--- src/rtl/calc_pkg.sv ---
// Shared opcodes, FSM state encoding and default widths for the calculator
// sequencer and its ALU.
package calc_pkg;

  localparam int DEF_DATA_W = 8;
  localparam int DEF_ADDR_W = 4;

  localparam logic [2:0] OP_ADD = 3'd0;
  localparam logic [2:0] OP_SUB = 3'd1;
  localparam logic [2:0] OP_AND = 3'd2;
  localparam logic [2:0] OP_OR  = 3'd3;
  localparam logic [2:0] OP_XOR = 3'd4;
  localparam logic [2:0] OP_LDI = 3'd5;
  localparam logic [2:0] OP_MOV = 3'd6;
  localparam logic [2:0] OP_NOP = 3'd7;

  typedef enum logic [1:0] {
    S_IDLE  = 2'd0,
    S_READ  = 2'd1,
    S_EXEC  = 2'd2,
    S_WRITE = 2'd3
  } state_t;

endpackage

--- src/rtl/calc_alu.sv ---
// Combinational ALU: result, carry/borrow, zero, and whether the opcode
// is allowed to touch the flags.
module calc_alu
  import calc_pkg::*;
#(
  parameter int DATA_W = DEF_DATA_W
) (
  input  logic [2:0]        op,
  input  logic [DATA_W-1:0] a,
  input  logic [DATA_W-1:0] b,
  input  logic [DATA_W-1:0] imm,
  output logic [DATA_W-1:0] res,
  output logic              c,
  output logic              z,
  output logic              upd_flags
);

  logic [DATA_W:0] sum;

  always_comb begin
    sum       = '0;
    res       = '0;
    c         = 1'b0;
    upd_flags = 1'b1;
    case (op)
      OP_ADD: begin
        sum = {1'b0, a} + {1'b0, b};
        res = sum[DATA_W-1:0];
        c   = sum[DATA_W];
      end
      OP_SUB: begin
        res = a - b;
        c   = (a < b);
      end
      OP_AND: res = a & b;
      OP_OR:  res = a | b;
      OP_XOR: res = a ^ b;
      OP_LDI: begin
        res       = imm;
        upd_flags = 1'b0;
      end
      OP_MOV: res = a;
      default: upd_flags = 1'b0;
    endcase
  end

  assign z = (res == '0);

endmodule

--- src/rtl/calc_sequencer.sv ---
// Four-phase controller for the 16x8 register file: fetch operands, execute,
// write back on the falling edge of the WRITE cycle.
//
//   state   | meaning
//   S_IDLE  | ready for an instruction
//   S_READ  | read addresses driven, operands latched at next edge
//   S_EXEC  | ALU evaluates, result/flags latched at next edge
//   S_WRITE | rf_we/done asserted, register file commits on falling edge
module calc_sequencer
  import calc_pkg::*;
#(
  parameter int DATA_W = DEF_DATA_W,
  parameter int ADDR_W = DEF_ADDR_W
) (
  input  logic              nclk,
  input  logic              reset,
  input  logic              instr_valid,
  output logic              instr_ready,
  input  logic [2:0]        instr_op,
  input  logic [ADDR_W-1:0] instr_rd,
  input  logic [ADDR_W-1:0] instr_ra,
  input  logic [ADDR_W-1:0] instr_rb,
  input  logic [DATA_W-1:0] instr_imm,
  output logic [ADDR_W-1:0] rf_addr_a,
  output logic [ADDR_W-1:0] rf_addr_b,
  output logic [ADDR_W-1:0] rf_addr_d,
  output logic [DATA_W-1:0] rf_data_in,
  output logic              rf_we,
  input  logic [DATA_W-1:0] rf_out_a,
  input  logic [DATA_W-1:0] rf_out_b,
  output logic [DATA_W-1:0] result,
  output logic              flag_c,
  output logic              flag_z,
  output logic              done,
  output logic              busy
);

  state_t            state;
  logic [2:0]        op_q;
  logic [ADDR_W-1:0] rd_q, ra_q, rb_q;
  logic [DATA_W-1:0] imm_q, op_a, op_b;
  logic [DATA_W-1:0] alu_res;
  logic              alu_c, alu_z, alu_upd;

  calc_alu #(.DATA_W(DATA_W)) u_alu (
    .op        (op_q),
    .a         (op_a),
    .b         (op_b),
    .imm       (imm_q),
    .res       (alu_res),
    .c         (alu_c),
    .z         (alu_z),
    .upd_flags (alu_upd)
  );

  // Strobes are flops so rf_we cannot glitch around the falling-edge write.
  always_ff @(posedge nclk or posedge reset) begin
    if (reset) begin
      state       <= S_IDLE;
      op_q        <= '0;
      rd_q        <= '0;
      ra_q        <= '0;
      rb_q        <= '0;
      imm_q       <= '0;
      op_a        <= '0;
      op_b        <= '0;
      result      <= '0;
      flag_c      <= 1'b0;
      flag_z      <= 1'b0;
      rf_we       <= 1'b0;
      done        <= 1'b0;
      busy        <= 1'b0;
      instr_ready <= 1'b1;
    end else begin
      case (state)
        S_IDLE: begin
          if (instr_valid) begin
            op_q        <= instr_op;
            rd_q        <= instr_rd;
            ra_q        <= instr_ra;
            rb_q        <= instr_rb;
            imm_q       <= instr_imm;
            busy        <= 1'b1;
            instr_ready <= 1'b0;
            state       <= S_READ;
          end
        end
        S_READ: begin
          op_a  <= rf_out_a;
          op_b  <= rf_out_b;
          state <= S_EXEC;
        end
        S_EXEC: begin
          if (op_q != OP_NOP) result <= alu_res;
          if (alu_upd) begin
            flag_c <= alu_c;
            flag_z <= alu_z;
          end
          rf_we <= (op_q != OP_NOP);
          done  <= 1'b1;
          state <= S_WRITE;
        end
        S_WRITE: begin
          rf_we       <= 1'b0;
          done        <= 1'b0;
          busy        <= 1'b0;
          instr_ready <= 1'b1;
          state       <= S_IDLE;
        end
        default: state <= S_IDLE;
      endcase
    end
  end

  assign rf_addr_a  = ra_q;
  assign rf_addr_b  = rb_q;
  assign rf_addr_d  = rd_q;
  assign rf_data_in = result;

endmodule

--- config.mk ---
export PLATFORM = sky130hd
export DESIGN_NAME = calc_sequencer
export DESIGN_NICKNAME = d
export VERILOG_FILES = /design/src/rtl/calc_pkg.sv /design/src/rtl/calc_alu.sv /design/src/rtl/calc_sequencer.sv
export SDC_FILE = /design/constraint.sdc
export NUM_CORES = 1
export LEC_CHECK = 0
export CAP_MARGIN = 20
export CORE_MARGIN = 5
export CORE_UTILIZATION = 46
export CTS_CLUSTER_DIAMETER = 60
export DETAILED_ROUTE_END_ITERATION = 10
export PLACE_DENSITY = 0.81
export SLEW_MARGIN = 20
export SYNTH_ARGS = -nofsm -noshare
export SYNTH_HDL_FRONTEND = slang
export SYNTH_SLANG_ARGS = --single-unit
export TNS_END_PERCENT = 50
--- constraint.sdc ---
create_clock -name nclk -period 2.5 [get_ports nclk]
set_clock_uncertainty 0.2 [all_clocks]
set_input_delay 0.5 -clock nclk [delete_from_list [all_inputs] [get_ports nclk]]
set_output_delay 0.5 -clock nclk [all_outputs]
set_load 0.01 [all_outputs]
* Word-level counts from Yosys, hierarchy flattened
Index checks and enable logic that the tools add are counted.
** Storage, ports and cells
- Bits in registers :: 55
- Input port bits :: 42
- Output and inout port bits :: 34
- Logic and storage cells :: 53
** Cells by class
- $add $sub $neg :: 2
- $lt $le $gt $ge :: 1
- Equal/unequal tests :: 11
- Mux-type cells :: 11
- Bitwise operators :: 3
- Reduce and logical (&&, ||, !) cells :: 10
** Operators with widths (number)
- $pmux 8 s7 :: 1
- $pmux 1 s2 :: 5
- $add 8x8->9 :: 1
- $eq 3x3->1 const B :: 3
- $and 8x8->8 :: 1
- $logic_not 8->1 :: 1
- $lt 8x8->1 :: 1
- $or 8x8->8 :: 1
- $pmux 2 s4 :: 1
- $reduce_and 2->1 :: 4
- $sub 8x8->8 :: 1
- $xor 8x8->8 :: 1
- $eq 3x2->1 const B :: 2
- $reduce_or 6->1 :: 1
- $eq 2x2->1 const B :: 2
- $reduce_bool 2->1 :: 2
- $eq 3x1->1 const B :: 1
- $logic_not 3->1 :: 1
- $mux 1 :: 3
- $ne 3x3->1 const B :: 1
- $eq 2x1->1 const B :: 1
- $logic_not 2->1 :: 1
- $mux 2 :: 1
- $ne 2x2->1 const B :: 1

* Longest topological paths before layout
Gate-level depths: netlist of the first run.
- Depth after elaboration :: 4
- Mapped depth :: 11
- Depth with buffers taken out :: 11

* By module
A second synthesis of the first run with hierarchy kept.
** Second synthesis, totals
- Cell total of the unflattened synthesis :: 366
- Area, all modules :: 3863.7 µm²
** By module, submodules not included
- calc_sequencer :: times used 1, cells each 174, area each 2452.4 µm², seq. area each 1377.6 µm²
- calc_alu :: times used 1, cells each 192, area each 1411.4 µm², seq. area each 0.0 µm²

* Worst setup path before layout of the first run
Ideal clock, no wire load.
- Path kind :: reg2reg
- Start :: register op_a[1]
- End :: register result[7]
- Library setup time :: 0.125 ns
- Arrival :: 2.261 ns
- Data required time :: 2.175 ns
- Path slack :: -0.086 ns
- Cell stages (with the launch flop) :: 10
- Path buffers :: 0
- Clock period less this slack :: 2.586 ns
- Path through :: dfrtp_1 -> inv_1 -> ha_1 -> o21bai_1 -> a21oi_2 -> nor4_1 -> or4_1 -> nor3b_1 -> a211o_1 -> mux2_2
** Between the ends
- Word-level cells in the longest chain between the ends :: 2
- Elaborated cells between the ends (all ways) :: 3
- Those cells by class :: add/sub (2); mux (1)
** RTL lines
- start: declaration :: line calc_sequencer.sv:41 : logic [DATA_W-1:0] imm_q, op_a, op_b;
- start signal: assignment :: line calc_sequencer.sv:89 : op_a <= rf_out_a;
- $sub 8x8->8 / $add 8x8->9 (equally long branches) :: line calc_alu.sv:32, calc_alu.sv:27
- $pmux 8 s7 * :: line calc_alu.sv:25 : case (op)
- end signal: assignment :: line calc_sequencer.sv:94 : if (op_q != OP_NOP) result <= alu_res;
- end: declaration :: line calc_sequencer.sv:31 : output logic [DATA_W-1:0] result,
Mark *: on every way between the ends. The rest lies on a longest branch, timed or not.
A chain may end at the register's enable or synchronous reset.

* Worst setup path after layout of the first run
- Start :: register op_a[1]
- End :: register flag_z
** Between the ends
- Word-level cells in the longest chain between the ends :: 3
- Elaborated cells between the ends (all ways) :: 7
- Those cells by class :: add/sub (2); mux (1); bitwise (3); reduce/logical (1)
** RTL lines
- $sub 8x8->8, or another cell as far along :: line calc_alu.sv:32 : res = a - b;
- $pmux 8 s7 * :: line calc_alu.sv:25
- $logic_not 8->1 * :: line calc_alu.sv:47 : assign z = (res == '0);
- end signal: assignment :: line calc_sequencer.sv:97 : flag_z <= alu_z;
- end: declaration :: line calc_sequencer.sv:33 : output logic flag_z,
Marked as above.

==> impl_metrics.env, run 1 <==
export IMPL_grt_overflow=0
export IMPL_ys_ff_latch=55
export IMPL_wire_per_inst_um=15.7
export IMPL_required_ns=2.53
export IMPL_p_int_uw=4340
export IMPL_yosysTopAreaCellShare=0.386
export IMPL_tritoncts="yes"
export IMPL_path_clk_slew_ns=0.12
export IMPL_fin_crit_ns=2.60
export IMPL_finalSetupTns_ns=-0.209
export IMPL_syn_to_final_growth_pct=40.5
export IMPL_layout_setup_ws_ns=-0.0982
export IMPL_maxCapViolCount=0
export IMPL_grt_pass1_wl_um=15600
export IMPL_worstMarginPinSlew_ns=0.538
export IMPL_drive_above_1_share=0.273
export IMPL_routed_wl_um=9230
export IMPL_stdcell_count=587
export IMPL_power_density_nw_per_um2=1560
export IMPL_die_h_um=97.2
export IMPL_synth_net_count=443
export IMPL_synth_warnings=0
export IMPL_relSlewSlack=0.639
export IMPL_cts_buffers=5
export IMPL_finalMaxSlewViolations=0
export IMPL_synth_edff_count=0
export IMPL_clockPowerShare=0.072
export IMPL_ios=76
export IMPL_yosysTopAreaCell="dfrtp_1"
export IMPL_combPwrFrac=0.706
export IMPL_rsz0062_at_grt="yes"
export IMPL_fmax_ghz=0.385
export IMPL_dp_cells=577
export IMPL_crit_arrival_ns=2.63
export IMPL_ys_seq_area_frac=0.394
export IMPL_clock_tree_root_cell="clkbuf_8"
export IMPL_syn_instance_count=371
export IMPL_ys_flop_type="dfrtp_1"
export IMPL_async_reset_ff_frac=1.00
export IMPL_grt_max_degree=33
export IMPL_nets=559
export IMPL_synth_area_leaders="dfrtp_1 (39%), ha_1 (10%), mux2_2 (9.7%)"
export IMPL_hp_class="primary input to asynchronous set/reset pin"
export IMPL_place_hpwl_um=7370
export IMPL_grt_usage=0.200
export IMPL_cts_buffer_depth=2
export IMPL_status="finished with violations"
export IMPL_vdd_drop_max_mv=0.670
export IMPL_diodes=0
export IMPL_antenna_found_initial=0
export IMPL_dr_pass1_iters=4
export IMPL_htree_num_levels=2
export IMPL_switchingPower_uw=3330
export IMPL_grt_pass1_vias=3144
export IMPL_start_util=0.477
export IMPL_setup_violations=4
export IMPL_hold_viol=0
export IMPL_vias=3063
export IMPL_path_class="register to register"
export IMPL_drc=0
export IMPL_ys_types=54
export IMPL_viasPerCell=5.22
export IMPL_seq_power_share=0.223
export IMPL_path_max_fanout=4
export IMPL_ant_nets=0
export IMPL_die_area_sq_um=9450
export IMPL_core_area_sq_um=7330
export IMPL_rows=31
export IMPL_sw_frac_of_total=0.434
export IMPL_die_width_um=97.2
export IMPL_start_kind="register"
export IMPL_endpoint_kind="register"
export IMPL_post_place_ws_ns=-0.171
export IMPL_synth_cell_area_sq_um=3500
export IMPL_clock_latency_ns=0.32
export IMPL_period_share=1.04
export IMPL_critPathLaunch="op_a[1]"
export IMPL_drt_iter0_drc=168
export IMPL_regToRegStartpoint="op_a[1]"
export IMPL_p_leak_uw=0.00217
export IMPL_numPortBuffers=75
export IMPL_violations="setup timing"
export IMPL_gp_congestion=0.948
export IMPL_avgSynthCellArea_sq_um=9.43
export IMPL_cts_sinks=55
-- repair_timing --
| action | 4_1_cts | 5_1_grt |
|---|---|---|
| pin swaps | 5 | 12 |
| hold buffers | 0 | 0 |
| endpoints found under the setup margin | 4 | 7 |
| buffers inserted | 1 | 1 |
| resized for setup | 7 | 23 |
-- critical path, cell delays in order, from the launching register on --
cell,delay (ns)
dfrtp_1,0.43
inv_2,0.09
ha_4,0.30
o21bai_4,0.07
a21oi_2,0.15
nor4_1,0.08
or4_1,0.44
nor3b_1,0.16
a211o_1,0.29
o41ai_2,0.30
-- layout by cell type, fill, tap and decap left out, types with 2 or more instances in the layout --
cell,instances
nand2_1,34
a21o_1,2
nor2_1,30
mux2_2,28
o21bai_1,2
inv_1,21
a211oi_2,4
a31oi_1,5
inv_6,2
clkbuf_8,5
clkdlybuf4s50_1,75
dfrtp_1,54
mux2i_1,4
xnor2_1,2
a211oi_1,6
mux2_4,2
o21ai_2,2
a211o_1,3
nand2b_1,5
ha_2,2
a21oi_1,16
inv_2,9
o21ai_0,33
o31ai_1,2
or2b_1,2
a22oi_1,2
nor2b_1,5
ha_4,2
buf_4,58
a21oi_2,4
o211ai_1,3
nor4_1,3
ha_1,24
nor3_1,3
-- power groups by stage --
stage,logic (uW),clock network [uW],registers (uW)
3_5_place_dp,4970,0,1730
5_1_grt,5940,597,1780
6_report,5410,551,1710
3_3_place_gp,4900,0,1680
4_1_cts,5130,564,1700
2_1_floorplan,2930,0,1710
-- through the flow --
step	util	area [sq um]	hold WS [ns]	total power, uW
floorplan	-	3520	0.279	4640
global placement	0.639	4680	0.265	6590
detailed placement	0.639	4680	0.271	6700
CTS	0.659	4830	0.132	7400
global route	0.671	4920	0.129	8310
finish	0.671	4920	0.132	7670
-- Yosys cell counts (all sizes together) (6+ instances only) --
| cell type | instances |
|---|---|
| dfrtp | 54 |
| o21ai | 36 |
| nand2 | 35 |
| nor2 | 31 |
| inv | 30 |
| mux2 | 30 |
| ha | 28 |
| a21oi | 20 |
| buf | 19 |
| a211oi | 10 |
| clkbuf | 6 |
| nand2b | 6 |
| nor2b | 6 |
-- flip-flops by register name, indices dropped and copies added, names as in the netlist --
register and flops:
imm_q 8, op_a 8, op_b 8, result 8, rf_addr_a 4, rf_addr_b 4, rf_addr_d 4, op_q 3
state 2, busy 1, done 1, flag_c 1, flag_z 1, instr_ready 1, rf_we 1
-- per-layer routing --
layer  wire length (um)  GRT usage
met5                  0          0
met4                100     0.0447
met3                448     0.0395
met2               4450      0.337
met1               4240      0.266
-- cell type report --
type,instances,area (sq um)
multi-input cells,260,2010
fillers,599,2410
clock buffers,5,68.8
repair buffers,134,1200
clock inverters,3,28.8
flip-flops and latches,55,1380
inverters,31,116
well taps,99,124
-- final timing paths --
kind	to	slack (ns)	depth (start not counted)
min reg2reg	flag_z	0.30	2
max reg2reg	flag_z	-0.1	9
max in group asynchronous	op_a[2]	1.40	3
max	flag_z	-0.1	9
min in group nclk	flag_z	0.30	2
min	rf_addr_b[2]	0.13	2
-- cell families (layout without fill, tap and decap cells) --
family | after synthesis | in the layout | share of synthesized area
multiplexers | 35 | 35 | 0.114
AND/OR/NAND/NOR | 94 | 94 | 0.122
XOR/XNOR | 3 | 3 | 0.00751
AO/OA/AOI/OAI | 98 | 98 | 0.179
flip-flops | 55 | 55 | 0.394
buffers and inverters | 56 | 173 | 0.0726
adder cells (fa/ha/maj) | 30 | 30 | 0.112
(Power assumes the default switching activity.)
==> run 2, diff against run 1 <==
CORE_MARGIN = default   (was 5)
CTS_CLUSTER_DIAMETER = default   (was 60)
SKIP_CTS_REPAIR_TIMING = 1   (was default)
==> run 2 against run 1 <==
Compared with the run above: the run still ends with setup timing left; total power increased by 4.5%; non-clock buffer count increased by 2; hold slack improved by 0.17 ns; sequential power about the same; combinational power increased by 3%; sequential share of layout area decreased by 0.60 points.
==> impl_metrics.env, run 2 (synthesized netlist as in run 1, its figures left out) <==
export IMPL_grt_usage=0.249
export IMPL_fin_crit_ns=2.62
export IMPL_drt_iter0_drc=178
export IMPL_clock_latency_ns=0.32
export IMPL_power_density_nw_per_um2=1590
export IMPL_ios=76
export IMPL_critPathBufInv=1
export IMPL_die_width_um=89.2
export IMPL_sw_frac_of_total=0.423
export IMPL_path_max_fanout=4
export IMPL_status="finished with violations"
export IMPL_vias=3156
export IMPL_antenna_found_initial=0
export IMPL_path_delay_family="compound AO/OA/AOI/OAI gates"
export IMPL_p_int_uw=4620
export IMPL_numPortBuffers=75
export IMPL_cts_sinks=55
export IMPL_dp_cells=577
export IMPL_combPwrFrac=0.698
export IMPL_n_fill_cell=591
export IMPL_crit_path_cell_trace="inv_2 > ha_4 > o21bai_4 > a21oi_4 > nor4_2 > or4_4 > nor3b_2 > a211o_1 > o41ai_2"
export IMPL_cts_buffer_depth=2
export IMPL_clock_tree_root_cell="clkbuf_8"
export IMPL_grt_pass1_vias=3176
export IMPL_mostFrequentLayoutCells="clkdlybuf4s50_1 (75), buf_4 (58), dfrtp_1 (54), nand2_1 (34), o21ai_0 (33)"
export IMPL_layout_commonest_cell="clkdlybuf4s50_1"
export IMPL_tritoncts="yes"
export IMPL_viasPerCell=5.36
export IMPL_slowest_delay_ns=0.43
export IMPL_cts_buffers=5
export IMPL_p_leak_uw=0.00221
export IMPL_rsz0062_at_grt="yes"
export IMPL_stdcell_count=589
export IMPL_crit_slowest_cell="or4_4"
export IMPL_seq_power_share=0.211
export IMPL_place_hpwl_um=7160
export IMPL_rows=31
export IMPL_gp_congestion=0.950
export IMPL_die_area_sq_um=7960
export IMPL_setup_violations=3
export IMPL_period_share=1.05
export IMPL_endpoint_kind="register"
export IMPL_dr_pass1_iters=7
export IMPL_wire_per_inst_um=15.8
export IMPL_path_class="register to register"
export IMPL_start_util=0.480
export IMPL_relSlewSlack=0.646
export IMPL_die_h_um=89.2
export IMPL_crit_arrival_ns=2.64
export IMPL_syn_to_final_growth_pct=43.6
export IMPL_layout_setup_ws_ns=-0.116
export IMPL_maxCapViolCount=0
export IMPL_grt_overflow=0
export IMPL_multi_input_area_sq_um=2020
export IMPL_routed_wl_um=9300
export IMPL_switchingPower_uw=3390
export IMPL_drc=0
export IMPL_worstMarginPinSlew_ns=0.527
export IMPL_violations="setup timing"
export IMPL_fin_util=0.689
export IMPL_grt_pass1_wl_um=15100
export IMPL_finalMaxSlewViolations=0
export IMPL_diodes=0
export IMPL_vdd_drop_max_mv=0.790
export IMPL_core_area_sq_um=7290
export IMPL_hp_class="primary input to asynchronous set/reset pin"
export IMPL_nets=561
export IMPL_htree_num_levels=2
export IMPL_ant_nets=0
export IMPL_start_kind="register"
export IMPL_required_ns=2.52
export IMPL_clockPowerShare=0.091
export IMPL_path_clk_slew_ns=0.11
export IMPL_fmax_ghz=0.382
export IMPL_drive_above_1_share=0.276
export IMPL_grt_max_degree=33
export IMPL_regArea_sq_um=1380
export IMPL_hold_viol=0
-- run 2: changes by cell type in the layout (fill, tap and decap cells not counted), moves of 2 or more --
cell,delta
a21oi_2,-3
buf_12,+3
inv_2,-3
a21oi_1,+2
bufinv_16,+2
inv_1,+2
inv_6,-2
-- run 2: cell type report --
type,instances,share of cell area
Multi-Input combinational cell,260,0.402
Sequential cell,55,0.274
Timing Repair Buffer,136,0.248
Tap cell,99,0.0246
Inverter,31,0.0236
Clock inverter,3,0.0142
Clock buffer,5,0.0137
-- run 2: worst reg2reg max path, delay by kind of cell, from the launching register on --
| kind | cells | cell delay, ns |
|---|---|---|
| buf+inv | 1 | 0.09 |
| fa+ha+maj | 1 | 0.31 |
| compound gates | 4 | 0.83 |
| flops | 1 | 0.42 |
| simple gates | 3 | 0.67 |
-- run 2: final timing paths --
| path | from | end | slack, ns | depth (start not counted) |
|---|---|---|---|---|
| hold reg to reg | flag_z | flag_z | 0.31 | 2 |
| setup / recovery | op_a[1] | flag_z | -0.12 | 9 |
| hold / removal | reset | rf_addr_a[0] | 0.30 | 2 |
| setup reg to reg | op_a[1] | flag_z | -0.12 | 9 |
| min in group nclk | flag_z | flag_z | 0.31 | 2 |
| max in group asynchronous | reset | result[0] | 1.27 | 3 |
-- run 2: metal layers --
layer / global-route usage / vias up / part of all wire
li1: - / 1516 / -
met1: 0.336 / 1491 / 0.45
met2: 0.402 / 127 / 0.47
met3: 0.0489 / 22 / 0.056
met4: 0.0794 / 0 / 0.024
met5: 0 / - / 0
-- run 2: power by group through the flow --
stage	sequential, uW	clock [uW]	combinational, uW
2_1_floorplan	1710	0	2930
3_3_place_gp	1660	0	4920
3_5_place_dp	1710	0	5030
4_1_cts	1690	740	5070
5_1_grt	1750	767	6130
6_report	1690	729	5590
-- run 2: stage by stage --
step / cell area (sq um) / hold slack, ns / setup TNS [ns] / power, uW / setup WS, ns
after floorplan: 3520 / 0.279 / -0.00718 / 4640 / -0.00718
after global placement: 4720 / 0.263 / -0.287 / 6580 / -0.109
after detailed placement: 4720 / 0.281 / -0.568 / 6740 / -0.178
after CTS: 4860 / 0.312 / -0.670 / 7500 / -0.206
after global routing: 5030 / 0.336 / -0.680 / 8650 / -0.200
final: 5030 / 0.297 / -0.225 / 8010 / -0.116
==> run 3, diff against run 2 <==
CORE_UTILIZATION = 51   (was 46)
PLACE_DENSITY = 0.85   (was 0.81)
clock period = 2.49 ns   (was 2.5 ns; I/O delays follow)
==> run 3 against run 2 <==
Compared with the run above: the flow finishes with violations (DRC, setup timing); final cell count fell by 4.2%; sequential share of layout area up 0.79 points; maximum frequency fell by 1.6%; sequential power about the same; highest routed layer unchanged; via count increased by 0.67%; register-to-register slack got worse by 0.05 ns; largest power group unchanged.
==> impl_metrics.env, run 3 (synthesized netlist as in run 1, its figures left out) <==
export IMPL_grt_max_degree=33
export IMPL_die_width_um=84.8
export IMPL_clock_tree_root_cell="clkbuf_8"
export IMPL_wire_per_inst_um=16.4
export IMPL_setup_violations=4
export IMPL_numPortBuffers=75
export IMPL_htree_num_levels=2
export IMPL_ant_nets=0
export IMPL_finalMaxSlewViolations=0
export IMPL_diodes=0
export IMPL_fin_hold_ws_ns=0.236
export IMPL_stdcell_count=564
export IMPL_vias=3177
export IMPL_start_kind="register"
export IMPL_core_area_sq_um=6490
export IMPL_grt_pass1_vias=3137
export IMPL_die_h_um=84.8
export IMPL_regToRegSetupSlack_ns=-0.17
export IMPL_cts_buffer_depth=2
export IMPL_crit_arrival_ns=2.67
export IMPL_grt_use_met2=0.439
export IMPL_antenna_found_initial=0
export IMPL_worstMarginPinSlew_ns=0.507
export IMPL_gp_congestion=0.971
export IMPL_n_fill_cell=491
export IMPL_dp_cells=553
export IMPL_required_ns=2.51
export IMPL_fmax_ghz=0.376
export IMPL_path_class="register to register"
export IMPL_crit_end="flag_z"
export IMPL_drc=3
export IMPL_layout_setup_ws_ns=-0.168
export IMPL_rows=29
export IMPL_fin_crit_ns=2.66
export IMPL_violations="DRC, setup timing"
export IMPL_routed_wl_um=9260
export IMPL_grt_overflow=0
export IMPL_power_density_nw_per_um2=1570
export IMPL_layout_commonest_cell="clkdlybuf4s50_1"
export IMPL_cts_sinks=55
export IMPL_drive_above_1_share=0.259
export IMPL_drt_iter0_drc=291
export IMPL_mostFrequentLayoutCells="clkdlybuf4s50_1 (75), buf_4 (57), dfrtp_1 (54), nand2_1 (35), o21ai_0 (33)"
export IMPL_period_share=1.07
export IMPL_dr_pass1_iters=8
export IMPL_critPathLaunch="op_a[1]"
export IMPL_status="finished with violations"
export IMPL_fin_util=0.752
export IMPL_relSlewSlack=0.662
export IMPL_cts_buffers=5
export IMPL_grt_busiest_layer="met2"
export IMPL_grt_pass1_wl_um=15000
export IMPL_tritoncts="yes"
export IMPL_reg2regPathDepth=9
export IMPL_rsz0062_at_grt="yes"
export IMPL_grt_usage=0.264
export IMPL_start_util=0.539
export IMPL_grt_use_met3=0.0292
export IMPL_path_max_fanout=4
export IMPL_clock_latency_ns=0.31
export IMPL_syn_to_final_growth_pct=39.6
export IMPL_r2r_end="flag_z"
export IMPL_use_met1=0.367
export IMPL_vdd_drop_max_mv=0.791
export IMPL_die_area_sq_um=7200
export IMPL_maxCapViolCount=0
export IMPL_p_leak_uw=0.00217
export IMPL_place_hpwl_um=7230
export IMPL_regToRegStartpoint="op_a[1]"
export IMPL_hold_viol=0
export IMPL_nets=558
export IMPL_viasPerCell=5.63
export IMPL_ios=76
export IMPL_hp_class="primary input to asynchronous set/reset pin"
export IMPL_endpoint_kind="register"
export IMPL_path_clk_slew_ns=0.10
==> run 3: cell count changes in the layout (fill, tap and decap cells not counted), sizes merged <==
cell | previous run | this run
clkbuf | 5 | 6
buf | 61 | 58
bufinv | 2 | 1
==> run 3: per-layer routing <==
layer  share of wire  wire, um
met1            0.45      4160
met2            0.48      4450
met3           0.053       493
met4           0.017       154
met5               0         0
==> run 3: worst max-delay path: stages (launching register included) <==
cell      delay (ns)
dfrtp_1         0.43
inv_2           0.10
ha_4            0.29
o21bai_1        0.09
a21oi_2         0.19
nor4_1          0.09
or4_1           0.42
nor3b_1         0.16
a211o_1         0.28
o41ai_2         0.31
==> run 3: worst min-delay path by stage <==
stage	from	end	slack [ns]	cells past startpoint
CTS	reset	rf_addr_a[2]	0.24	2
floorplan	imm_q[3]	imm_q[3]	0.28	1
finish	reset	rf_addr_a[2]	0.24	2
detailed placement	rf_addr_a[1]	rf_addr_a[1]	0.29	1
global route	reset	rf_addr_b[0]	0.28	2
global placement	busy	busy	0.26	2
==> run 3: report_power, final <==
group          total, uW  internal [uW]  switching [uW]
logic               5360           2720            2630
registers           1710           1360             353
clock network        617            305             312
==> run 3: area by class of cell <==
class,instances,area [sq um],area share
Sequential cell,55,1380,0.282
Clock inverter,2,38.8,0.00794
Multi-Input combinational cell,260,1990,0.406
Inverter,31,116,0.0238
Timing Repair Buffer,133,1200,0.245
Tap cell,77,96.3,0.0197
Clock buffer,6,72.6,0.0149
==> run 3: stage by stage <==
step                      power (uW)  instance area (sq um)  setup TNS [ns]  setup WS (ns)
after floorplan                 4660                   3520         -0.0172        -0.0172
after CTS                       7320                   4760          -0.624         -0.187
after global placement          6520                   4650          -0.266         -0.112
after global routing            8220                   4890          -0.723         -0.257
final                           7680                   4890          -0.444         -0.168
after detailed placement        6680                   4650          -0.509         -0.161
